===== src/rtl/pcu_pkg.sv =====
// pcu_pkg: pc_ctrl encodings and default widths shared by pc_stack_unit and control_unit.
package pcu_pkg;
    localparam int PC_W_DEF  = 8;
    localparam int OFF_W_DEF = 8;
    localparam logic [2:0] PC_NEXT   = 3'd0;
    localparam logic [2:0] PC_BRANCH = 3'd1;
    localparam logic [2:0] PC_JUMP   = 3'd2;
    localparam logic [2:0] PC_CALL   = 3'd3;
    localparam logic [2:0] PC_RET    = 3'd4;
    localparam logic [2:0] PC_HOLD   = 3'd5;
endpackage


===== src/rtl/pc_stack_unit_ras.sv =====
// ras_stack: return-address LIFO; with PCU_CIRCULAR_STACK_EN a push while full
// overwrites the oldest entry by advancing the base pointer.
module ras_stack
    import pcu_pkg::*;
#(
    parameter int DEPTH = 4,
    parameter int W     = PC_W_DEF
) (
    input  logic                     clk,
    input  logic                     rst,
    input  logic                     push,
    input  logic                     pop,
    input  logic [W-1:0]             wdata,
    output logic [W-1:0]             rdata,
    output logic [$clog2(DEPTH):0]   depth,
    output logic                     full,
    output logic                     empty
);
    localparam int AW = $clog2(DEPTH);
    localparam logic [AW:0] DEPTH_V = (AW+1)'(DEPTH);
    localparam logic [AW:0] ONE_D   = (AW+1)'(1);
    localparam logic [AW-1:0] ONE_P = AW'(1);

    logic [W-1:0]  mem_q [DEPTH];
    logic [AW:0]   depth_q, depth_d;
    logic [AW-1:0] base_q, base_d, wptr, rptr;
    logic          wr;

    // When full the low depth bits are zero, so wptr lands on the oldest slot.
    always_comb begin
        wptr = base_q + depth_q[AW-1:0];
        rptr = wptr - ONE_P;
`ifdef PCU_CIRCULAR_STACK_EN
        wr     = push;
        base_d = (push && full) ? base_q + ONE_P : base_q;
`else
        wr     = push && !full;
        base_d = base_q;
`endif
        depth_d = (push && !full) ? depth_q + ONE_D :
                  (pop && !empty) ? depth_q - ONE_D : depth_q;
    end

    always_ff @(posedge clk or posedge rst) begin
        if (rst) begin
            depth_q <= '0;
            base_q  <= '0;
        end else begin
            depth_q <= depth_d;
            base_q  <= base_d;
        end
    end

    always_ff @(posedge clk) begin
        if (wr) mem_q[wptr] <= wdata;
    end

    assign rdata = mem_q[rptr];
    assign depth = depth_q;
    assign full  = depth_q == DEPTH_V;
    assign empty = depth_q == '0;
endmodule


===== src/rtl/pc_stack_unit.sv =====
// pc_stack_unit: program counter with next-pc mux, return-address stack and sticky errors.
// PCU_CIRCULAR_STACK_EN: CALL while full still pushes (oldest entry lost) and jumps.
module pc_stack_unit
    import pcu_pkg::*;
#(
    parameter int              PC_W        = PC_W_DEF,
    parameter int              OFF_W       = OFF_W_DEF,
    parameter int              STACK_DEPTH = 4,
    parameter logic [PC_W-1:0] RESET_VEC   = '0
) (
    input  logic                           clk,
    input  logic                           rst,
    input  logic                           en,
    input  logic [2:0]                     pc_ctrl,
    input  logic                           branch_taken,
    input  logic [OFF_W-1:0]               offset,
    input  logic [PC_W-1:0]                target,
    input  logic                           err_clr,
    output logic [PC_W-1:0]                pc,
    output logic [$clog2(STACK_DEPTH):0]   depth,
    output logic                           full,
    output logic                           empty,
    output logic                           overflow,
    output logic                           underflow
);
    logic [PC_W-1:0] pc_q, pc_d, pc_inc, off_ext, rdata;
    logic overflow_q, overflow_d, underflow_q, underflow_d;
    logic push, pop, ovf_set, unf_set;

    assign pc_inc  = pc_q + PC_W'(1);
    assign off_ext = PC_W'($signed(offset));

    always_comb begin
        pc_d    = pc_q;
        push    = 1'b0;
        pop     = 1'b0;
        ovf_set = 1'b0;
        unf_set = 1'b0;
        if (en) begin
            case (pc_ctrl)
                PC_NEXT:   pc_d = pc_inc;
                PC_BRANCH: pc_d = branch_taken ? pc_q + off_ext : pc_inc;
                PC_JUMP:   pc_d = target;
                PC_CALL: begin
                    push    = 1'b1;
                    ovf_set = full;
`ifdef PCU_CIRCULAR_STACK_EN
                    pc_d    = target;
`else
                    pc_d    = full ? pc_inc : target;
`endif
                end
                PC_RET: begin
                    pop     = 1'b1;
                    unf_set = empty;
                    pc_d    = empty ? pc_inc : rdata;
                end
                default:   pc_d = pc_q;
            endcase
        end
        overflow_d  = ovf_set | (overflow_q & ~err_clr);
        underflow_d = unf_set | (underflow_q & ~err_clr);
    end

    always_ff @(posedge clk or posedge rst) begin
        if (rst) begin
            pc_q        <= RESET_VEC;
            overflow_q  <= 1'b0;
            underflow_q <= 1'b0;
        end else begin
            pc_q        <= pc_d;
            overflow_q  <= overflow_d;
            underflow_q <= underflow_d;
        end
    end

    ras_stack #(.DEPTH(STACK_DEPTH), .W(PC_W)) u_ras (
        .clk   (clk),
        .rst   (rst),
        .push  (push),
        .pop   (pop),
        .wdata (pc_inc),
        .rdata (rdata),
        .depth (depth),
        .full  (full),
        .empty (empty)
    );

    assign pc        = pc_q;
    assign overflow  = overflow_q;
    assign underflow = underflow_q;
endmodule


===== config.mk =====
export PLATFORM = sky130hd
export DESIGN_NAME = pc_stack_unit
export DESIGN_NICKNAME = d
export VERILOG_FILES = /design/src/rtl/pcu_pkg.sv /design/src/rtl/pc_stack_unit_ras.sv /design/src/rtl/pc_stack_unit.sv
export SDC_FILE = /design/constraint.sdc
export NUM_CORES = 1
export LEC_CHECK = 0
export ABC_AREA = 1
export ABC_CLOCK_PERIOD_IN_PS = 2600
export CORE_ASPECT_RATIO = 1.4
export CORE_MARGIN = 10
export CORE_UTILIZATION = 53
export DETAILED_ROUTE_END_ITERATION = 7
export GPL_TIMING_DRIVEN = 0
export PLACE_DENSITY = 0.76
export SLEW_MARGIN = 10
export SYNTH_ARGS = -nofsm -noshare
export SYNTH_HDL_FRONTEND = slang
export SYNTH_SLANG_ARGS = --single-unit

===== constraint.sdc =====
create_clock -name clk -period 2.6 [get_ports clk]
set_input_delay 0.52 -clock clk [delete_from_list [all_inputs] [get_ports clk]]
set_output_delay 0.52 -clock clk [all_outputs]
set_load 0.02 [all_outputs]

==> results of run 1 <==
synthesized netlist by cell type (all sizes together):
library cell,n,area [um^2]
a21oi,9,45.0
o22ai,2,12.5
ha,12,150
buf,5,36.3
inv,52,198
dfrtp,13,325
nand4,7,43.8
nor2,56,253
fa,2,40.0
edfxtp,32,961
nor3,3,15.0
xnor2,2,17.5
or2,2,12.5
o211ai,1,12.5
xor2,6,52.6
nand3,33,170
nand2,81,322
clkinv,1,3.75
nand3b,2,15.0
o21ai,18,105
sequential cells by signal (all words and copies together), names as in the netlist:
name / flops
u_ras.mem_q: 32
pc: 8
u_ras.depth: 3
overflow: 1
underflow: 1
metal layers:
metal,GRT usage,up-vias,share of wire
met5,0,-,0
met4,0.0509,0,0.017
met3,0.0264,10,0.035
met2,0.280,51,0.54
met1,0.167,1065,0.41
li1,-,1182,-
worst max-delay path: stages, from the launching register on:
cell,delay [ps]
sky130_fd_sc_hd__dfrtp_2,430
sky130_fd_sc_hd__buf_4,190
sky130_fd_sc_hd__inv_2,90
sky130_fd_sc_hd__buf_6,150
sky130_fd_sc_hd__ha_1,210
sky130_fd_sc_hd__nand2_1,90
sky130_fd_sc_hd__inv_2,60
sky130_fd_sc_hd__nor2_4,150
sky130_fd_sc_hd__nand2_2,120
sky130_fd_sc_hd__nor2_1,600
worst max-delay path by stage:
stage / slack [ps] / end / cells after the start
2_1_floorplan: 250 / u_ras.depth[2]$_DFFE_PP0P_ / 12
3_3_place_gp: -80 / empty / 7
3_5_place_dp: -90 / empty / 7
4_1_cts: 4 / u_ras.mem_q[1][0]$_DFFE_PP_ / 9
5_1_grt: -60 / u_ras.mem_q[2][4]$_DFFE_PP_ / 9
6_report: 150 / u_ras.mem_q[3][5]$_DFFE_PP_ / 9
layout make-up:
| cell class | count | area share |
|---|---|---|
| Sequential cell | 45 | 0.384 |
| Multi-Input combinational cell | 236 | 0.380 |
| Timing Repair Buffer | 38 | 0.112 |
| Inverter | 53 | 0.0613 |
| Tap cell | 66 | 0.0247 |
| Clock buffer | 5 | 0.0205 |
| Buffer | 5 | 0.0108 |
| Clock inverter | 3 | 0.00635 |
logic make-up (layout without fill, tap and decap cells):
| family | count (synthesis) | in the layout | share of synthesized area |
|---|---|---|---|
| xor+xnor | 8 | 8 | 0.0251 |
| fa+ha+maj | 14 | 14 | 0.0682 |
| compound gates | 30 | 30 | 0.0628 |
| flops | 45 | 45 | 0.461 |
| buf+inv | 58 | 104 | 0.0852 |
| simple gates | 184 | 184 | 0.298 |
cell usage in the layout (no fill, tap or decap), drive strengths merged:
cell type      synthesis  layout
nand3b                 2       2
ha                    12      12
buf                    5       6
nand3                 33      33
o22ai                  2       2
nor3                   3       3
a21oi                  9       9
o21ai                 18      18
xor2                   6       6
clkbuf                 0       5
dfrtp                 13      13
clkinvlp               0       2
xnor2                  2       2
nand4                  7       7
dlygate4sd2            0       1
o211ai                 1       1
inv                   52      53
clkinv                 1       1
edfxtp                32      32
fa                     2       2
or2                    2       2
clkdlybuf4s50          0      36
nand2                 81      81
nor2                  56      56
per-stage QoR:
stage | worst slack (ps) | cells | hold slack (ps) | area [um^2]
after floorplan | 249 | 339 | 397 | 2790
after global placement | -75.1 | 443 | 522 | 3250
after detailed placement | -92.5 | 443 | 529 | 3250
after CTS | 3.79 | 451 | 541 | 3350
after global routing | -57.8 | 451 | 583 | 3350
final | 149 | 451 | 539 | 3350
where the power goes:
| part | switching [mW] | internal [mW] |
|---|---|---|
| Combinational | 0.998 | 0.616 |
| Sequential | 0.129 | 0.942 |
| Clock | 0.246 | 0.191 |
timing repair:
action | CTS | global route
hold buffers | 0 | 0
setup endpoints to repair | 2 | 34
resized for setup | 5 | 4
==> impl_metrics.toml, run 1 <==
[worst_setup_path]
worst_setup_path_end_kind = "register"
worstReg2RegStart = "u_ras.depth[0]$_DFFE_PP0P_"
critical_path.reg2reg.endpoint = "u_ras.mem_q[3][5]$_DFFE_PP_"
regToRegSetupSlack_ps = 150
timing.critical_path.required_ps = 2530
worstSetupPathType = "register to register"
ff2ff_path_depth = 9
critical_path_arrival_ps = 2390
critical_path.startpoint = "u_ras.depth[0]$_DFFE_PP0P_"
crit_path_max_fanout = 11
worstSetupStartpointType = "register"

[power]
peakVddDrop_mv = 0.455
static-leakage-power_nw = 1.50
power-per-cell-area_mw_per_mm2 = 932
total_power_mw = 3.12

[synthesis]
ys_seq_elements = 45
synthesis.area_per_instance_um2 = 8.23
synth_area_mm2 = 0.00279
synth.net_count = 377
syn-instance-count = 339
yosys_warnings = 0
netlist-cell-type-count = 32
seq_area_frac_synth = 0.461

[timing]
grt_setup_unrepaired = "true"
setup_total_negative_slack_ps = 0
skew_ps = 5.01
worst_slew_margin_rel = 0.497
finalCriticalPeriod_ps = 2450
finalMaxSlewViolations = 0
timing_worst_slew_pin_value_ps = 751
final-hold-violation-count = 0
min_period_over_period = 0.943
fmaxAchievable_mhz = 408
setup_violations = 0

[final_layout]
insertedDiodeCount = 0
multi_input_comb_area_mm2 = 0.00127
flow.area_growth_from_synthesis_pct = 20.0
drive_gt1_frac = 0.112
final_util = 0.649
register_area_mm2 = 0.00129
num-fill-cells = 437
final_nets = 422

[global_routing]
first_global_vias = 2280
grt_util_all_layers = 0.152
antenna_violations_before_repair = 0
grt_first_pass_wirelength_um = 10500
grt_start_max_net_pins = 16
gr-total-overflow = 0

[routing]
drt_wl_total_um = 6220
antenna_violating_nets_post_route = 0
drt_iter0_markers = 149
drtPass1Iterations = 4
detailroute.via_count = 2308
drc = 0
wl_per_cell_um = 13.8
vias_per_cell = 5.12

[clocking]
clk_transition_reported_paths_ps = 90
clock_tree_from_tritoncts = "built"
post_cts_buffers = 0
number_of_buffers_on_the_longest_clock_path = 2
clk_root_buffer_cell = "sky130_fd_sc_hd__clkbuf_8"
clk-insertion-delay-late_ps = 300
cts_sinks = 45
cts_htree_levels = 2
tritoncts.num_buffers = 5

[job]
cap_viol_max_count = 0

[worst_hold_path]
min-delay-path-class = "register to register"
worstHoldPathCells = 2
hold_start = "overflow$_DFF_PP0_"
endpoint_with_the_worst_hold_slack = "overflow$_DFF_PP0_"

[outcome]
run_status = "completed"

[floorplan]
floorplan.initialDensity = 0.541
chipHeight_um = 106
fp-row-count = 31
die_width_um = 81.3
design.core.area_mm2 = 0.00516
floorplan.io_pins = 39
die_area_mm2 = 0.00861

[placement]
routabilityCongestion = 0.837
buffer_ports.inserted = 38
post-dp-hpwl_um = 4930
Power figures use the tool's default switching activity.
==> run 2, diff against run 1 <==
--- a/config.mk
+++ b/config.mk
@@ -6,7 +6,7 @@
 export NUM_CORES = 1
 export LEC_CHECK = 0
 export ABC_AREA = 1
-export ABC_CLOCK_PERIOD_IN_PS = 2600
+export ABC_CLOCK_PERIOD_IN_PS = 2350
 export CORE_ASPECT_RATIO = 1.4
 export CORE_MARGIN = 10
 export CORE_UTILIZATION = 53
==> constraint.sdc (replaced) <==
create_clock -name clk -period 2.35 [get_ports clk]
set_input_delay 0.47 -clock clk [delete_from_list [all_inputs] [get_ports clk]]
set_output_delay 0.47 -clock clk [all_outputs]
set_load 0.02 [all_outputs]
==> run 2 against run 1 <==
  * Critical path depth is 4 higher
  * First-iteration DRC count is 10% higher
  * Cell count is 0.67% higher
  * Wire length is 2.8% higher
  * Non-clock buffer count is 3 higher
  * Flip-flop and latch count stayed put
  * Setup slack hardly changed
  * Sequential share of layout area is 0.61 points lower
  * Clock power is 32% higher
  * Critical endpoint is now pc[1]$_DFFE_PP0P_
==> impl_metrics.toml, run 2 (same netlist as run 1, synthesis figures left out) <==
[clocking]
cts_htree_levels = 2
clk-insertion-delay-late_ps = 300
number_of_buffers_on_the_longest_clock_path = 2
cts_stage_hold_buffer_count = 0
tritoncts.num_buffers = 5
clk_transition_reported_paths_ps = 80
clock_tree_from_tritoncts = "built"
clk_root_buffer_cell = "sky130_fd_sc_hd__clkbuf_8"
cts_sinks = 45

[routing]
drt_iter0_markers = 164
antenna_violating_nets_post_route = 0
drtPass1Iterations = 5
detailroute.via_count = 2348
drt_wl_total_um = 6400
drc = 0
vias_per_cell = 5.17
wl_per_cell_um = 14.1

[worst_setup_path]
critical_path_arrival_ps = 2390
worstSetupStartpointType = "register"
regToRegSetupSlack_ps = 150
cpMaxStageDelayCell = "sky130_fd_sc_hd__dfrtp_2"
ff2ff_path_depth = 13
worstReg2RegStart = "u_ras.depth[0]$_DFFE_PP0P_"
crit_path_max_fanout = 11
worstSetupPathType = "register to register"
critical_path.cell_chain = "buf_4 > inv_2 > buf_6 > ha_1 > buf_4 > clkinv_2 > nor2_1 > o21ai_0 > nand2_1 > o21ai_0 > nand3_1 > o21ai_1 > inv_1"
critical_path_cell_count = 13
timing.critical_path.required_ps = 2540
critical_path.max_stage_delay_ps = 420
critical_path.reg2reg.endpoint = "pc[1]$_DFFE_PP0P_"
critical_path.startpoint = "u_ras.depth[0]$_DFFE_PP0P_"
worstSetupEndpoint = "pc[1]$_DFFE_PP0P_"
crit_buf_inv = 6
worst_setup_path_end_kind = "register"
cp_top_family = "buffers and inverters"

[global_routing]
first_global_vias = 2292
grt_util_all_layers = 0.156
gr-total-overflow = 0
antenna_violations_before_repair = 0
grt_start_max_net_pins = 15
grt_first_pass_wirelength_um = 10600

[timing]
setup_total_negative_slack_ps = 0
skew_ps = 6.75
min_period_over_period = 0.937
grt_setup_unrepaired = "false"
timing.hold.ws_ps = 519
final-hold-violation-count = 0
timing_worst_slew_pin_value_ps = 572
finalMaxSlewViolations = 0
worst_slew_margin_rel = 0.618
fmaxAchievable_mhz = 454
setup_violations = 0
finalCriticalPeriod_ps = 2200

[power]
static-leakage-power_nw = 1.53
power-per-cell-area_mw_per_mm2 = 1060
peakVddDrop_mv = 0.540

[floorplan]
design.core.area_mm2 = 0.00516
fp-row-count = 31
floorplan.initialDensity = 0.541
die_width_um = 81.3
chipHeight_um = 106
die_area_mm2 = 0.00861
floorplan.io_pins = 39

[final_layout]
layout.cells.most_common_list = "76 x sky130_fd_sc_hd__nand2_1, 45 x sky130_fd_sc_hd__nor2_1, 44 x sky130_fd_sc_hd__inv_1, 36 x sky130_fd_sc_hd__clkdlybuf4s50_1"
drive_gt1_frac = 0.129
final_util = 0.660
final_nets = 425
multi_input_comb_area_mm2 = 0.00129
mostFrequentLayoutCell = "sky130_fd_sc_hd__nand2_1"
insertedDiodeCount = 0
largest_register_ffs = 32
flow.area_growth_from_synthesis_pct = 22.0
num-fill-cells = 439
largest_register = "u_ras.mem_q"
register_area_mm2 = 0.00129

[placement]
post-dp-hpwl_um = 4990
routabilityCongestion = 0.860
buffer_ports.inserted = 38

[worst_hold_path]
min-delay-path-class = "input port to async pin"

[outcome]
run_status = "completed"

[job]
cap_viol_max_count = 0
## run 2: routing by layer
metal | GRT usage | vias to the layer above | share of wire
met4 | 0.0707 | 0 | 0.022
li1 | - | 1188 | -
met5 | 0 | - | 0
met1 | 0.177 | 1079 | 0.39
met2 | 0.270 | 67 | 0.54
met3 | 0.0298 | 14 | 0.046
## run 2: how the worst min path moves through the flow
stage                                  start                    endpoint  depth (start not counted)
after floorplan                          rst          overflow$_DFF_PP0_                          1
after global placement    overflow$_DFF_PP0_          overflow$_DFF_PP0_                          2
after detailed placement  overflow$_DFF_PP0_          overflow$_DFF_PP0_                          2
after CTS                                rst           pc[3]$_DFFE_PP0P_                          2
after global routing                     rst           pc[3]$_DFFE_PP0P_                          2
final                                    rst  u_ras.depth[2]$_DFFE_PP0P_                          2
## run 2: worst reg2reg max path: stages (launching register included)
cell and delay (ps):
sky130_fd_sc_hd__dfrtp_2 420, sky130_fd_sc_hd__buf_4 170, sky130_fd_sc_hd__inv_2 130, sky130_fd_sc_hd__buf_6 160
sky130_fd_sc_hd__ha_1 230, sky130_fd_sc_hd__buf_4 170, sky130_fd_sc_hd__clkinv_2 120, sky130_fd_sc_hd__nor2_1 60
sky130_fd_sc_hd__o21ai_0 80, sky130_fd_sc_hd__nand2_1 110, sky130_fd_sc_hd__o21ai_0 200, sky130_fd_sc_hd__nand3_1 100
sky130_fd_sc_hd__o21ai_1 80, sky130_fd_sc_hd__inv_1 50
## run 2: power by group
group | internal, mW | switching (mW) | total, mW
Combinational | 0.706 | 1.14 | 1.84
Sequential | 1.04 | 0.133 | 1.18
Clock | 0.313 | 0.262 | 0.575
Total | 2.06 | 1.53 | 3.59
## run 2: final cells by class
cell class                 count  area share
buffer                         5      0.0107
tap                           66      0.0243
sequential                    45       0.378
inverter                      53      0.0596
timing repair buffer          41       0.116
clock buffer                   5      0.0202
clock inverter                 3      0.0121
multi-input combinational    236       0.379
## run 2: what timing repair did
action / in CTS / in global routing
endpoints found under the setup margin: 35 / 39
gates resized for setup: 8 / 8
hold endpoints to repair: 0 / 0
buffers inserted: 0 / 3
pin swaps: 0 / 2
## run 2: metrics by stage
step / cell area (um^2) / cells / worst slack (ps) / power, mW
3_5_place_dp: 3250 / 443 / -234 / 2.98
2_1_floorplan: 2790 / 339 / 95.4 / 2.39
6_report: 3400 / 454 / 149 / 3.59
4_1_cts: 3370 / 451 / -129 / 3.56
5_1_grt: 3400 / 454 / 4.52 / 3.86
3_3_place_gp: 3250 / 443 / -232 / 2.94
==> run 3, diff against run 2 <==
--- a/config.mk
+++ b/config.mk
@@ -6,13 +6,13 @@
 export NUM_CORES = 1
 export LEC_CHECK = 0
 export ABC_AREA = 1
-export ABC_CLOCK_PERIOD_IN_PS = 2350
+export ABC_CLOCK_PERIOD_IN_PS = 2300
 export CORE_ASPECT_RATIO = 1.4
 export CORE_MARGIN = 10
-export CORE_UTILIZATION = 53
+export CORE_UTILIZATION = 38
 export DETAILED_ROUTE_END_ITERATION = 7
 export GPL_TIMING_DRIVEN = 0
-export PLACE_DENSITY = 0.76
+export PLACE_DENSITY = 0.57
 export SLEW_MARGIN = 10
 export SYNTH_ARGS = -nofsm -noshare
 export SYNTH_HDL_FRONTEND = slang
==> constraint.sdc (replaced) <==
create_clock -name clk -period 2.3 [get_ports clk]
set_input_delay 0.46 -clock clk [delete_from_list [all_inputs] [get_ports clk]]
set_output_delay 0.46 -clock clk [all_outputs]
set_load 0.02 [all_outputs]
==> run 3 against run 2 <==
  * Design area up 0.74%
  * Largest power group unchanged
  * Flip-flop and latch count unchanged
  * Worst hold slack improved by 4.0 ps
  * Setup slack lost 25 ps
  * Total power increased by 0.21%
  * Largest cell class unchanged
  * Highest routed layer unchanged
  * Combinational power increased by 3%
  * Critical path depth fell by 6
  * Cell count grew 6.2%
  * Clock-buffer cell count did not move
==> impl_metrics.toml, run 3 (same netlist as run 1, synthesis figures left out) <==
[final_layout]
largest_register = "u_ras.mem_q"
final_nets = 424
insertedDiodeCount = 0
layout.cells.most_common_list = "76 x sky130_fd_sc_hd__nand2_1, 45 x sky130_fd_sc_hd__nor2_1, 44 x sky130_fd_sc_hd__inv_1, 36 x sky130_fd_sc_hd__clkdlybuf4s50_1"
mostFrequentLayoutCell = "sky130_fd_sc_hd__nand2_1"
final_area_mm2 = 0.00343
final_util = 0.485
largest_register_ffs = 32
flow.area_growth_from_synthesis_pct = 22.9
drive_gt1_frac = 0.129
instances_no_fill = 482

[timing]
worst_slew_margin_rel = 0.611
setup_violations = 0
min_period_over_period = 0.946
finalMaxSlewViolations = 0
timing_worst_slew_pin_value_ps = 582
finalCriticalPeriod_ps = 2180
fmaxAchievable_mhz = 459
final-hold-violation-count = 0
skew_ps = 4.75
timing.hold.ws_ps = 523

[placement]
area_after_dpl_mm2 = 0.00329
dpl.cell_count = 472
buffer_ports.inserted = 38
routabilityCongestion = 0.806
post-dp-hpwl_um = 5340

[floorplan]
design.core.area_mm2 = 0.00707
fp-row-count = 36
floorplan.initialDensity = 0.395
die_area_mm2 = 0.0112
chipHeight_um = 121
floorplan.io_pins = 39
die_width_um = 92.4

[worst_setup_path]
worstReg2RegStart = "u_ras.depth[0]$_DFFE_PP0P_"
crit_path_max_fanout = 11
ff2ff_path_depth = 14
timing.critical_path.required_ps = 1840
critical_path.reg2reg.endpoint = "pc[7]$_DFFE_PP0P_"
regToRegSetupSlack_ps = 140
worstSetupPathType = "register to output pin"
critical_path_arrival_ps = 1720
worst_setup_path_end_kind = "output pin"
worstSetupStartpointType = "register"

[global_routing]
gr-total-overflow = 0
grt_util_all_layers = 0.122
antenna_violations_before_repair = 0
first_global_vias = 2222
grt_start_max_net_pins = 16
grt_first_pass_wirelength_um = 11000

[routing]
vias_per_cell = 4.73
antenna_violating_nets_post_route = 0
drt_wl_total_um = 6750
drtPass1Iterations = 4
detailroute.via_count = 2278
wl_per_cell_um = 14.0
drc = 0
drt_iter0_markers = 89

[clocking]
tritoncts.num_buffers = 5
cts_sinks = 45
cts_htree_levels = 2
clk_root_buffer_cell = "sky130_fd_sc_hd__clkbuf_8"
clock_tree_from_tritoncts = "built"
clk-insertion-delay-late_ps = 300
cts_stage_hold_buffer_count = 0
number_of_buffers_on_the_longest_clock_path = 2
clk_transition_reported_paths_ps = 90

[power]
total_power_mw = 3.60
static-leakage-power_nw = 1.52
peakVddDrop_mv = 0.490
power-per-cell-area_mw_per_mm2 = 1050

[worst_hold_path]
min-delay-path-class = "input port to async pin"

[job]
cap_viol_max_count = 0

[outcome]
run_status = "completed"
## run 3: timing repair
item	4_1_cts	5_1_grt
buffers inserted	1	1
pin swaps	0	3
setup endpoints to repair	39	36
endpoints found under the hold margin	0	0
gates cloned	0	0
resized for setup	17	2
## run 3: per-layer routing
| metal | vias up | share of wire | track usage |
|---|---|---|---|
| met5 | - | 0 | 0 |
| met4 | 0 | 0.016 | 0.0464 |
| met3 | 5 | 0.024 | 0.0167 |
| met2 | 26 | 0.53 | 0.230 |
| met1 | 1058 | 0.43 | 0.134 |
| li1 | 1189 | - | - |
## run 3: critical path: stages, from the launching register on
cell,delay [ps]
sky130_fd_sc_hd__dfrtp_2,420
sky130_fd_sc_hd__buf_6,140
sky130_fd_sc_hd__inv_4,90
sky130_fd_sc_hd__buf_6,150
sky130_fd_sc_hd__ha_1,180
sky130_fd_sc_hd__nand2_1,70
sky130_fd_sc_hd__inv_2,100
sky130_fd_sc_hd__clkdlybuf4s15_2,270
## run 3: layout make-up
| type | count | area, um^2 |
|---|---|---|
| clock buffers | 5 | 68.8 |
| well taps | 95 | 119 |
| repair buffers | 40 | 394 |
| clock inverters | 3 | 21.3 |
| flip-flops and latches | 45 | 1290 |
| inverters | 53 | 209 |
| fillers | 711 | 3640 |
| plain buffers | 5 | 40.0 |
| multi-input cells | 236 | 1290 |
## run 3: report_power, final
group	switching (mW)	internal (mW)
registers	0.138	1.06
clock network	0.279	0.216
logic	1.17	0.738
## run 3: metrics by stage
step / worst slack, ps / setup TNS, ps
after floorplan: 45.4 / 0
after global placement: -324 / -9880
after CTS: 33.3 / 0
after global routing: -6.34 / -6.34
final: 124 / 0
after detailed placement: -314 / -10440
## run 3: worst max path at each step
stage | to | cells after the start | from
6_report | full | 7 | u_ras.depth[0]$_DFFE_PP0P_
3_5_place_dp | u_ras.mem_q[2][5]$_DFFE_PP_ | 5 | pc_ctrl[0]
4_1_cts | empty | 7 | u_ras.depth[0]$_DFFE_PP0P_
2_1_floorplan | u_ras.depth[2]$_DFFE_PP0P_ | 12 | u_ras.depth[0]$_DFFE_PP0P_
3_3_place_gp | empty | 7 | u_ras.depth[0]$_DFFE_PP0P_
5_1_grt | u_ras.depth[2]$_DFFE_PP0P_ | 12 | u_ras.depth[0]$_DFFE_PP0P_
